### src/rtl/cdu_counter_bank.sv
// Multi-channel CDU angle counters with a shared, round-robin, rate-limited AGC pulse slot.
// Define CDU_OVF_FLAG_EN to build the sticky per-channel backlog-overflow flags.
module cdu_counter_bank #(
  parameter int NCH       = 3,
  parameter int WIDTH     = 16,
  parameter int PEND_W    = 4,
  parameter int PULSE_DIV = 4
) (
  input  logic                 CLOCKH,
  input  logic                 rst_n,
  input  logic [NCH-1:0]       CDUZ,
  input  logic [NCH-1:0]       UPLVL,
  input  logic [NCH-1:0]       DNLVL,
  output logic [NCH*WIDTH-1:0] ANGLE,
  output logic [NCH-1:0]       PCHP,
  output logic [NCH-1:0]       PCHM,
  output logic [NCH-1:0]       OVF
);
  localparam int TW = $clog2(PULSE_DIV);
  localparam int PW = (NCH > 1) ? $clog2(NCH) : 1;
  localparam logic [TW-1:0] TMAX = TW'(PULSE_DIV - 1);
  localparam logic signed [PEND_W+1:0] ONE_X  = (PEND_W+2)'(1);
  localparam logic signed [PEND_W+1:0] PMAX_X = (PEND_W+2)'(2**(PEND_W-1) - 1);
  localparam logic signed [PEND_W+1:0] NMAX_X = -PMAX_X;

  function automatic logic signed [PEND_W+1:0] net_step(input logic up, input logic dn);
    if (up && !dn) return ONE_X;
    if (dn && !up) return -ONE_X;
    return '0;
  endfunction

  function automatic logic signed [PEND_W-1:0] sat_pend(input logic signed [PEND_W+1:0] v);
    if (v > PMAX_X) return PMAX_X[PEND_W-1:0];
    if (v < NMAX_X) return NMAX_X[PEND_W-1:0];
    return v[PEND_W-1:0];
  endfunction

  function automatic logic over_lim(input logic signed [PEND_W+1:0] v);
    return (v > PMAX_X) || (v < NMAX_X);
  endfunction

  logic        [WIDTH-1:0]  angle_p1 [NCH];
  logic signed [PEND_W-1:0] pend_p1  [NCH];
  logic        [WIDTH-1:0]  angle_p0 [NCH];
  logic signed [PEND_W-1:0] pend_p0  [NCH];
  logic signed [PEND_W+1:0] sum_p0   [NCH];
  logic [TW-1:0]  timer_p1;
  logic [PW-1:0]  ptr_p1;
  logic           tick_p0;
  logic           win_vld_p0;
  logic [PW-1:0]  win_ch_p0;
  logic [NCH-1:0] pchp_p0, pchm_p0;
  logic [NCH-1:0] pchp_p1, pchm_p1;

  // Stage p0: slot arbitration over the registered backlogs
  assign tick_p0 = (timer_p1 == TMAX);

  always_comb begin
    int idx;
    logic [PW-1:0] idx_w;
    idx        = 0;
    idx_w      = '0;
    win_vld_p0 = 1'b0;
    win_ch_p0  = ptr_p1;
    pchp_p0    = '0;
    pchm_p0    = '0;
    for (int k = 1; k <= NCH; k++) begin
      idx   = (int'(ptr_p1) + k) % NCH;
      idx_w = PW'(idx);
      if (tick_p0 && !win_vld_p0 && (pend_p1[idx_w] != '0) && !CDUZ[idx_w]) begin
        win_vld_p0     = 1'b1;
        win_ch_p0      = idx_w;
        pchp_p0[idx_w] = ~pend_p1[idx_w][PEND_W-1];
        pchm_p0[idx_w] = pend_p1[idx_w][PEND_W-1];
      end
    end
  end

  // A step and a grant in the same cycle combine before saturation is judged
  always_comb begin
    for (int i = 0; i < NCH; i++) begin
      sum_p0[i] = (PEND_W+2)'(pend_p1[i]) + net_step(UPLVL[i], DNLVL[i])
                - (pchp_p0[i] ? ONE_X : (pchm_p0[i] ? -ONE_X : '0));
      if (CDUZ[i]) begin
        angle_p0[i] = '0;
        pend_p0[i]  = '0;
      end else begin
        angle_p0[i] = angle_p1[i] + WIDTH'(net_step(UPLVL[i], DNLVL[i]));
        pend_p0[i]  = sat_pend(sum_p0[i]);
      end
    end
  end

  // Stage p1: counter, backlog, timer, pointer and pulse registers
  always_ff @(posedge CLOCKH or negedge rst_n) begin
    if (!rst_n) begin
      for (int i = 0; i < NCH; i++) begin
        angle_p1[i] <= '0;
        pend_p1[i]  <= '0;
      end
      timer_p1 <= '0;
      ptr_p1   <= PW'(NCH - 1);
      pchp_p1  <= '0;
      pchm_p1  <= '0;
    end else begin
      for (int i = 0; i < NCH; i++) begin
        angle_p1[i] <= angle_p0[i];
        pend_p1[i]  <= pend_p0[i];
      end
      timer_p1 <= tick_p0 ? '0 : timer_p1 + TW'(1);
      ptr_p1   <= win_ch_p0;
      pchp_p1  <= pchp_p0;
      pchm_p1  <= pchm_p0;
    end
  end

  for (genvar g = 0; g < NCH; g++) begin : g_angle
    assign ANGLE[g*WIDTH +: WIDTH] = angle_p1[g];
  end

  assign PCHP = pchp_p1;
  assign PCHM = pchm_p1;

`ifdef CDU_OVF_FLAG_EN
  logic [NCH-1:0] sat_p0;
  logic [NCH-1:0] ovf_p1;

  always_comb begin
    sat_p0 = '0;
    for (int i = 0; i < NCH; i++) sat_p0[i] = over_lim(sum_p0[i]);
  end

  always_ff @(posedge CLOCKH or negedge rst_n) begin
    if (!rst_n) begin
      ovf_p1 <= '0;
    end else begin
      for (int i = 0; i < NCH; i++) begin
        if (CDUZ[i])        ovf_p1[i] <= 1'b0;
        else if (sat_p0[i]) ovf_p1[i] <= 1'b1;
      end
    end
  end

  assign OVF = ovf_p1;
`else
  assign OVF = '0;
`endif

endmodule
### config.mk
export PLATFORM = sky130hd
export DESIGN_NAME = cdu_counter_bank
export DESIGN_NICKNAME = d
export VERILOG_FILES = /design/src/rtl/cdu_counter_bank.sv
export SDC_FILE = /design/constraint.sdc
export NUM_CORES = 1
export LEC_CHECK = 0
export BUFFER_PORTS_ARGS = -buffer_cell sky130_fd_sc_hd__buf_2
export CORE_UTILIZATION = 35
export DETAILED_ROUTE_END_ITERATION = 7
export PLACE_DENSITY = 0.59
export SLEW_MARGIN = 20
export SYNTH_ARGS = -nofsm -noshare
export SYNTH_HDL_FRONTEND = slang
export SYNTH_SLANG_ARGS = --single-unit
### constraint.sdc
create_clock -name CLOCKH -period 3.8 [get_ports CLOCKH]
set_input_delay 0.38 -clock CLOCKH [delete_from_list [all_inputs] [get_ports CLOCKH]]
set_output_delay 0.38 -clock CLOCKH [all_outputs]
set_load 0.1 [all_outputs]
==> impl_metrics.env, run 1 <==
export IMPL_power_total_mw=5.99
export IMPL_track_usage_pct=17.7
export IMPL_synthArstFlopShare_pct=100
export IMPL_dr_first_iter_drc_count=175
export IMPL_syn_instance_count=661
export IMPL_outcome="finished, violations left"
export IMPL_fmaxAchievable_ghz=0.251
export IMPL_setup_ws_ns=-0.180
export IMPL_hold_viol_final=0
export IMPL_synth_area_top_cells="dfrtp_1, ha_1, fa_1, nor2_1, a21oi_1"
export IMPL_place_gp_congestion=0.859
export IMPL_yosys_area_top_type="dfrtp_1"
export IMPL_grt_pass1_vias=5365
export IMPL_clockBufferDepth=2
export IMPL_die_w_um=132
export IMPL_cts_sinks=70
export IMPL_grt_max_degree=71
export IMPL_fin_crit_ns=3.98
export IMPL_layout_drive_gt1_share_pct=29.5
export IMPL_grt_pass1_wl_mm=25.3
export IMPL_dp_hpwl_mm=10.8
export IMPL_yosys_warnings=0
export IMPL_cts_root_buffer="clkbuf_16"
export IMPL_cp_slowest_cell="dfstp_2"
export IMPL_crit_fanout=7
export IMPL_drc=0
export IMPL_min_period_over_period_pct=105
export IMPL_dpl_cell_area_mm2=0.00704
export IMPL_cpMostUsedCell="ha_4"
export IMPL_crit_path_end_kind="register"
export IMPL_worstPathRequired_ns=4.02
export IMPL_antenna_cells=0
export IMPL_ys_ff_latch=70
export IMPL_cts_tree="built"
export IMPL_cp_arrival_ns=4.20
export IMPL_routedWlPerCell_um=14.4
export IMPL_htreeDepth=3
export IMPL_rr_worst_depth=18
export IMPL_insertion_delay_ns=0.35
export IMPL_post_drt_via_cell_ratio=5.21
export IMPL_clk_pin_slew_ns=0.06
export IMPL_maxCapViolCount=0
export IMPL_core_mm2=0.0166
export IMPL_leakagePower_nw=3.83
export IMPL_avgSynthCellArea_um2=8.97
export IMPL_fin_nets=901
export IMPL_relSlewSlack_pct=36.4
export IMPL_cts_made_buffers=9
export IMPL_rows=47
export IMPL_ctsHoldBuffers=0
export IMPL_grt_setup_unrepaired="yes"
export IMPL_worst_hold_slack_ns=0.189
export IMPL_vias=5358
export IMPL_power_density_mw_per_mm2=764
export IMPL_synth_area_mm2=0.00593
export IMPL_ir_drop_uv=364
export IMPL_synthToLayoutAreaGrowth_pct=32.2
export IMPL_wl_mm=14.8
export IMPL_synth_top_area_share_pct=29.1
export IMPL_cpPeakStageDelay_ns=0.54
export IMPL_antenna_found_initial=1
export IMPL_synth_distinct_cells=66
export IMPL_worst_pin_slew_ns=0.954
export IMPL_grt_overflow=0
export IMPL_worstSetupPathType="register to register"
export IMPL_start_util_pct=35.7
export IMPL_ys_seq_area_share_pct=29.6
export IMPL_place_port_buffers=64
export IMPL_finalSetupViolCount=10
export IMPL_synthFlopType="dfrtp_1"
export IMPL_synth_edf_count=0
export IMPL_pre_cts_slack_ns=-0.382
export IMPL_die_h_um=132
export IMPL_hp_class="input port to async pin"
export IMPL_io_pins=68
export IMPL_worst_clock_skew_ns=0.00780
export IMPL_first_pass_iters=5
export IMPL_failed_checks="setup timing"
export IMPL_slew_violations=0
export IMPL_crit_chain="buf_6, ha_4, and4bb_2, a32o_2, o21a_4, nor2_4, and3_4, a221o_1, fa_1, inv_2, ha_4, nor2b_4, o21ai_2, nand2b_1, xor2_2, buf_4, a21oi_2, o22ai_1"
export IMPL_final_cell_area_mm2=0.00784
export IMPL_dieArea_mm2=0.0175
export IMPL_antenna_left=0
export IMPL_start_kind="register"
export IMPL_final_util_pct=47.3
==> worst paths after layout <==
path / start / to / slack [ns]
worst max-delay path: ptr_p1[1] / pend_p1[10] / -0.18
worst min-delay path: rst_n / ANGLE[21] / 0.19
worst max register to register: ptr_p1[1] / pend_p1[10] / -0.18
worst min register to register: timer_p1[0] / timer_p1[0] / 0.42
max in group asynchronous: rst_n / pend_p1[2] / 3.01
min in group CLOCKH: CDUZ[2] / pend_p1[3] / 0.40
==> cells by family after synthesis <==
| logic type | after synthesis | share of synthesized area, % |
|---|---|---|
| buffers and inverters | 69 | 4.69 |
| AO/OA/AOI/OAI | 198 | 22.1 |
| flip-flops | 70 | 29.6 |
| other | 1 | 0.0633 |
| multiplexers | 6 | 1.01 |
| adder cells (fa/ha/maj) | 86 | 20.1 |
| XOR/XNOR | 43 | 6.35 |
| AND/OR/NAND/NOR | 188 | 16.2 |
==> sequential cells by signal, indices dropped and copies added, names as in the netlist <==
signal and cells:
ANGLE 48, PCHM 3, PCHP 3, pend_p1 12, ptr_p1 2, timer_p1 2
==> layout make-up <==
class,instances,area (um^2)
fillers,1601,8740
clock inverters,6,61.3
multi-input cells,524,4340
flip-flops and latches,70,1750
clock buffers,10,239
well taps,220,275
repair buffers,148,981
inverters,51,191
==> repair_timing <==
action	in CTS	in global routing
gates cloned	0	0
pin swaps	41	18
gates resized for setup	47	26
setup buffers	13	8
setup endpoints to repair	12	12
==> report_power, final <==
part           switching (mW)  internal (mW)  leakage, nW
clock                   0.345          0.523        0.148
combinational            2.37           1.73         2.77
sequential              0.116          0.905        0.912
total                    2.83           3.16         3.83
==> synthesized netlist by cell type (5+ instances only) <==
library cell  instances
a41oi_1               5
or3_1                 7
dfrtp_1              69
inv_1                51
fa_1                 15
o21a_1                8
xor2_1               23
clkbuf_1             11
mux2i_1               6
nand2b_1             15
and3_1                6
nand3_1               6
xnor2_1              20
nor2b_1              13
o211ai_1             10
o21bai_1              6
a21o_1               20
a31oi_1               8
o21ai_0              41
a21oi_1              45
ha_1                 71
nor2_1               70
nand2_1              29
nor3_1               19
a211oi_1             16
o22ai_1               5
==> metrics by stage <==
stage | std cells | setup TNS (ns)
floorplan | 663 | 0
global placement | 992 | -1.45
detailed placement | 992 | -2.86
CTS | 1021 | -0.869
global route | 1029 | -2.91
finish | 1029 | -1.11
==> metal layers <==
layer / share of wire [%] / track usage, %
met1: 45 / 21.9
met2: 49 / 30.8
met3: 4.3 / 3.54
met4: 1.4 / 5.62
met5: 0.067 / 0
==> worst max-delay path: cells and delay by family (launching register included) <==
family	cells	cell delay, ns
and+or+nand+nor	5	0.84
DFF	1	0.54
adders and majority gates	3	0.98
buffers and inverters	3	0.30
xor gates and xnor gates	1	0.20
AOI/OAI and AO/OA	6	1.01
==> cell usage in the layout, fill, tap and decap left out, types with 4 or more instances in the layout <==
master      n
clkbuf_16   9
o21ai_1     7
xnor2_1    17
buf_2      63
nand3_1     4
or4_1       4
xor2_1     19
and3_1      5
inv_1      44
o21a_1      8
o21ai_0    32
or3_1       7
nand2b_1   14
fa_1       12
inv_2       7
a21oi_1    38
a211oi_1   16
o21bai_1    5
nor2_4      4
a21oi_2     6
ha_1       59
a221o_1     4
dfrtp_1    69
a21o_1     20
nand2_1    27
a2111oi_0   4
o211ai_1   10
buf_6       4
o22ai_1     5
buf_4      80
nor2b_1    12
a41oi_1     5
nor3_1     16
nor2_1     66
ha_4       10
a31oi_1     7
No activity file was read; power rests on OpenSTA's default activity.
==> run 2, diff against run 1 <==
Settings changed: ABC_AREA from default to 1.
==> run 2 against run 1 <==
The flow still finishes with violations (setup timing). Combinational power down 12%. Final cell count up 7.6%. Clock skew down 0.0021 ns. Critical path depth up 5. Utilization down 0.90 points. Routed wire length down 1.6%. Critical path type unchanged. Largest cell class unchanged. Highest routed layer is now met4.
==> impl_metrics.env, run 2 <==
export IMPL_syn_instance_count=759
export IMPL_fmaxAchievable_ghz=0.262
export IMPL_final_cell_mix="nand2_1, inv_1, a21oi_1"
export IMPL_io_pins=68
export IMPL_worstPathRequired_ns=4.07
export IMPL_dp_hpwl_mm=10.6
export IMPL_power_density_mw_per_mm2=728
export IMPL_finalSetupViolCount=2
export IMPL_start_util_pct=36.4
export IMPL_place_port_buffers=64
export IMPL_setup_ws_ns=-0.0185
export IMPL_routedWlPerCell_um=13.2
export IMPL_die_h_um=131
export IMPL_synth_area_mm2=0.00586
export IMPL_path_buf_inv=5
export IMPL_start_kind="register"
export IMPL_stdcell_count=1107
export IMPL_cts_sinks=70
export IMPL_largest_reg_flops=48
export IMPL_synth_top_area_share_pct=29.4
export IMPL_min_period_over_period_pct=100
export IMPL_avgSynthCellArea_um2=7.73
export IMPL_clk_pin_slew_ns=0.06
export IMPL_worst_pin_slew_ns=0.927
export IMPL_grt_max_degree=71
export IMPL_dieArea_mm2=0.0173
export IMPL_crit_chain="ha_4, buf_6, nand2_2, o21ai_0, nor2_1, nand2_4, buf_12, nand4_4, nor2_4, buf_4, nor2_4, nand2_1, ha_1, inv_1, ha_2, inv_1, fa_2, o21ai_2, xor2_1, nand2_1, o21bai_2, nand2_1, a21oi_2"
export IMPL_ir_drop_uv=438
export IMPL_synth_distinct_cells=41
export IMPL_hp_class="input port to async pin"
export IMPL_cts_root_buffer="clkbuf_16"
export IMPL_clockBufferDepth=2
export IMPL_cpMostUsedCell="nand2_1"
export IMPL_final_common_cell="nand2_1"
export IMPL_dr_first_iter_drc_count=242
export IMPL_yosys_warnings=0
export IMPL_dpl_cell_area_mm2=0.00674
export IMPL_htreeDepth=3
export IMPL_slew_violations=0
export IMPL_power_total_mw=5.44
export IMPL_yosys_area_top_type="dfrtp_1"
export IMPL_synthFlopType="dfrtp_1"
export IMPL_worst_clock_skew_ns=0.00567
export IMPL_ys_ff_latch=70
export IMPL_insertion_delay_ns=0.34
export IMPL_rows=46
export IMPL_fin_nets=983
export IMPL_first_pass_iters=4
export IMPL_synth_edf_count=0
export IMPL_reg2reg_setup_slack_ns=-0.02
export IMPL_cpPeakStageDelay_ns=0.58
export IMPL_place_gp_congestion=0.871
export IMPL_worst_hold_slack_ns=0.177
export IMPL_drc=0
export IMPL_grt_setup_unrepaired="yes"
export IMPL_maxCapViolCount=0
export IMPL_yosys_top_cells_count="nand2_1, inv_1, a21oi_1, ha_1, nor2_1"
export IMPL_antenna_found_initial=0
export IMPL_synthToLayoutAreaGrowth_pct=27.4
export IMPL_ys_seq_area_share_pct=29.9
export IMPL_wl_mm=14.6
export IMPL_final_util_pct=46.4
export IMPL_worstSetupPathType="register to register"
export IMPL_cpLargestDelayFamily="adder cells"
export IMPL_die_w_um=131
export IMPL_vias=5414
export IMPL_outcome="finished, violations left"
export IMPL_synthArstFlopShare_pct=100
export IMPL_crit_fanout=6
export IMPL_post_drt_via_cell_ratio=4.89
export IMPL_grt_overflow=0
export IMPL_cts_tree="built"
export IMPL_core_mm2=0.0161
export IMPL_cp_slowest_cell="dfstp_2"
export IMPL_relSlewSlack_pct=38.2
export IMPL_antenna_cells=0
export IMPL_layout_drive_gt1_share_pct=25.3
export IMPL_failed_checks="setup timing"
export IMPL_final_cell_area_mm2=0.00747
export IMPL_cp_arrival_ns=4.09
export IMPL_dpl_cell_count=1077
export IMPL_antenna_left=0
export IMPL_hold_viol_final=0
export IMPL_synth_area_top_cells="dfrtp_1, ha_1, nand2_1, a21oi_1, inv_1"
export IMPL_yosysMostFrequentCell="nand2_1"
export IMPL_crit_path_end_kind="register"
export IMPL_track_usage_pct=17.3
export IMPL_cts_made_buffers=9
export IMPL_grt_pass1_wl_mm=24.5
export IMPL_fin_crit_ns=3.82
export IMPL_grt_pass1_vias=5153
export IMPL_leakagePower_nw=3.95
run 2: cell count changes after synthesis, sizes merged, moves of 9 or more:
cell	delta
nand4	+9
inv	+55
o21ai	+14
nand3	+48
xnor2	-12
a211oi	-13
a21oi	+52
nor3	-13
nand2	+105
a21o	-17
xor2	-17
nor2b	-13
nand2b	-15
run 2: final timing paths:
kind,from,to,depth (start not counted)
setup / recovery,ptr_p1[1],pend_p1[9],23
hold / removal,rst_n,ANGLE[22],1
setup reg to reg,ptr_p1[1],pend_p1[9],23
hold reg to reg,timer_p1[0],timer_p1[0],1
max in group asynchronous,rst_n,ptr_p1[0],1
min in group CLOCKH,CDUZ[2],ANGLE[32],2
run 2: routing by layer:
| metal | share of wire, % | global-route usage (%) | wire, um | vias to the layer above |
|---|---|---|---|---|
| li1 | - | - | - | 2802 |
| met1 | 48 | 23.0 | 7040 | 2513 |
| met2 | 48 | 28.7 | 6990 | 85 |
| met3 | 2.7 | 2.82 | 392 | 14 |
| met4 | 1.1 | 5.10 | 164 | 0 |
| met5 | 0 | 0 | 0 | - |
run 2: through the flow:
stage,setup slack (ns),TNS [ns]
CTS,-0.00222,-0.00222
global placement,-0.190,-1.31
detailed placement,-0.218,-1.54
global route,-0.235,-1.89
finish,-0.0185,-0.0307
floorplan,0.0882,0
run 2: power by group:
group | total (mW) | internal, mW | switching, mW
Sequential | 1.01 | 0.899 | 0.115
Combinational | 3.60 | 1.37 | 2.23
Clock | 0.830 | 0.480 | 0.349
Total | 5.44 | 2.75 | 2.69
run 2: timing repair:
item | in CTS | in global routing
resized for setup | 30 | 43
buffers inserted | 5 | 9
pin swaps | 12 | 15
hold buffers | 0 | 0
setup endpoints to repair | 10 | 11
run 2: cell type report:
class	count	area [um^2]
Clock buffer	12	256
Sequential cell	70	1750
Tap cell	216	270
Multi-Input combinational cell	572	3940
Clock inverter	4	30.0
Inverter	106	413
Fill cell	1612	8640
Timing Repair Buffer	127	816
run 2: cells by family (layout without fill, tap and decap cells):
kind of cell             count (synthesis)  in the layout  share of synthesized area, %
AO/OA/AOI/OAI                          186            186                          17.8
XOR/XNOR                                14             14                          2.09
adder cells (fa/ha/maj)                 86             86                          20.3
buffers and inverters                  119            249                          8.47
flip-flops                              70             70                          29.9
other                                    1              3                        0.0639
AND/OR/NAND/NOR                        283            283                          21.4
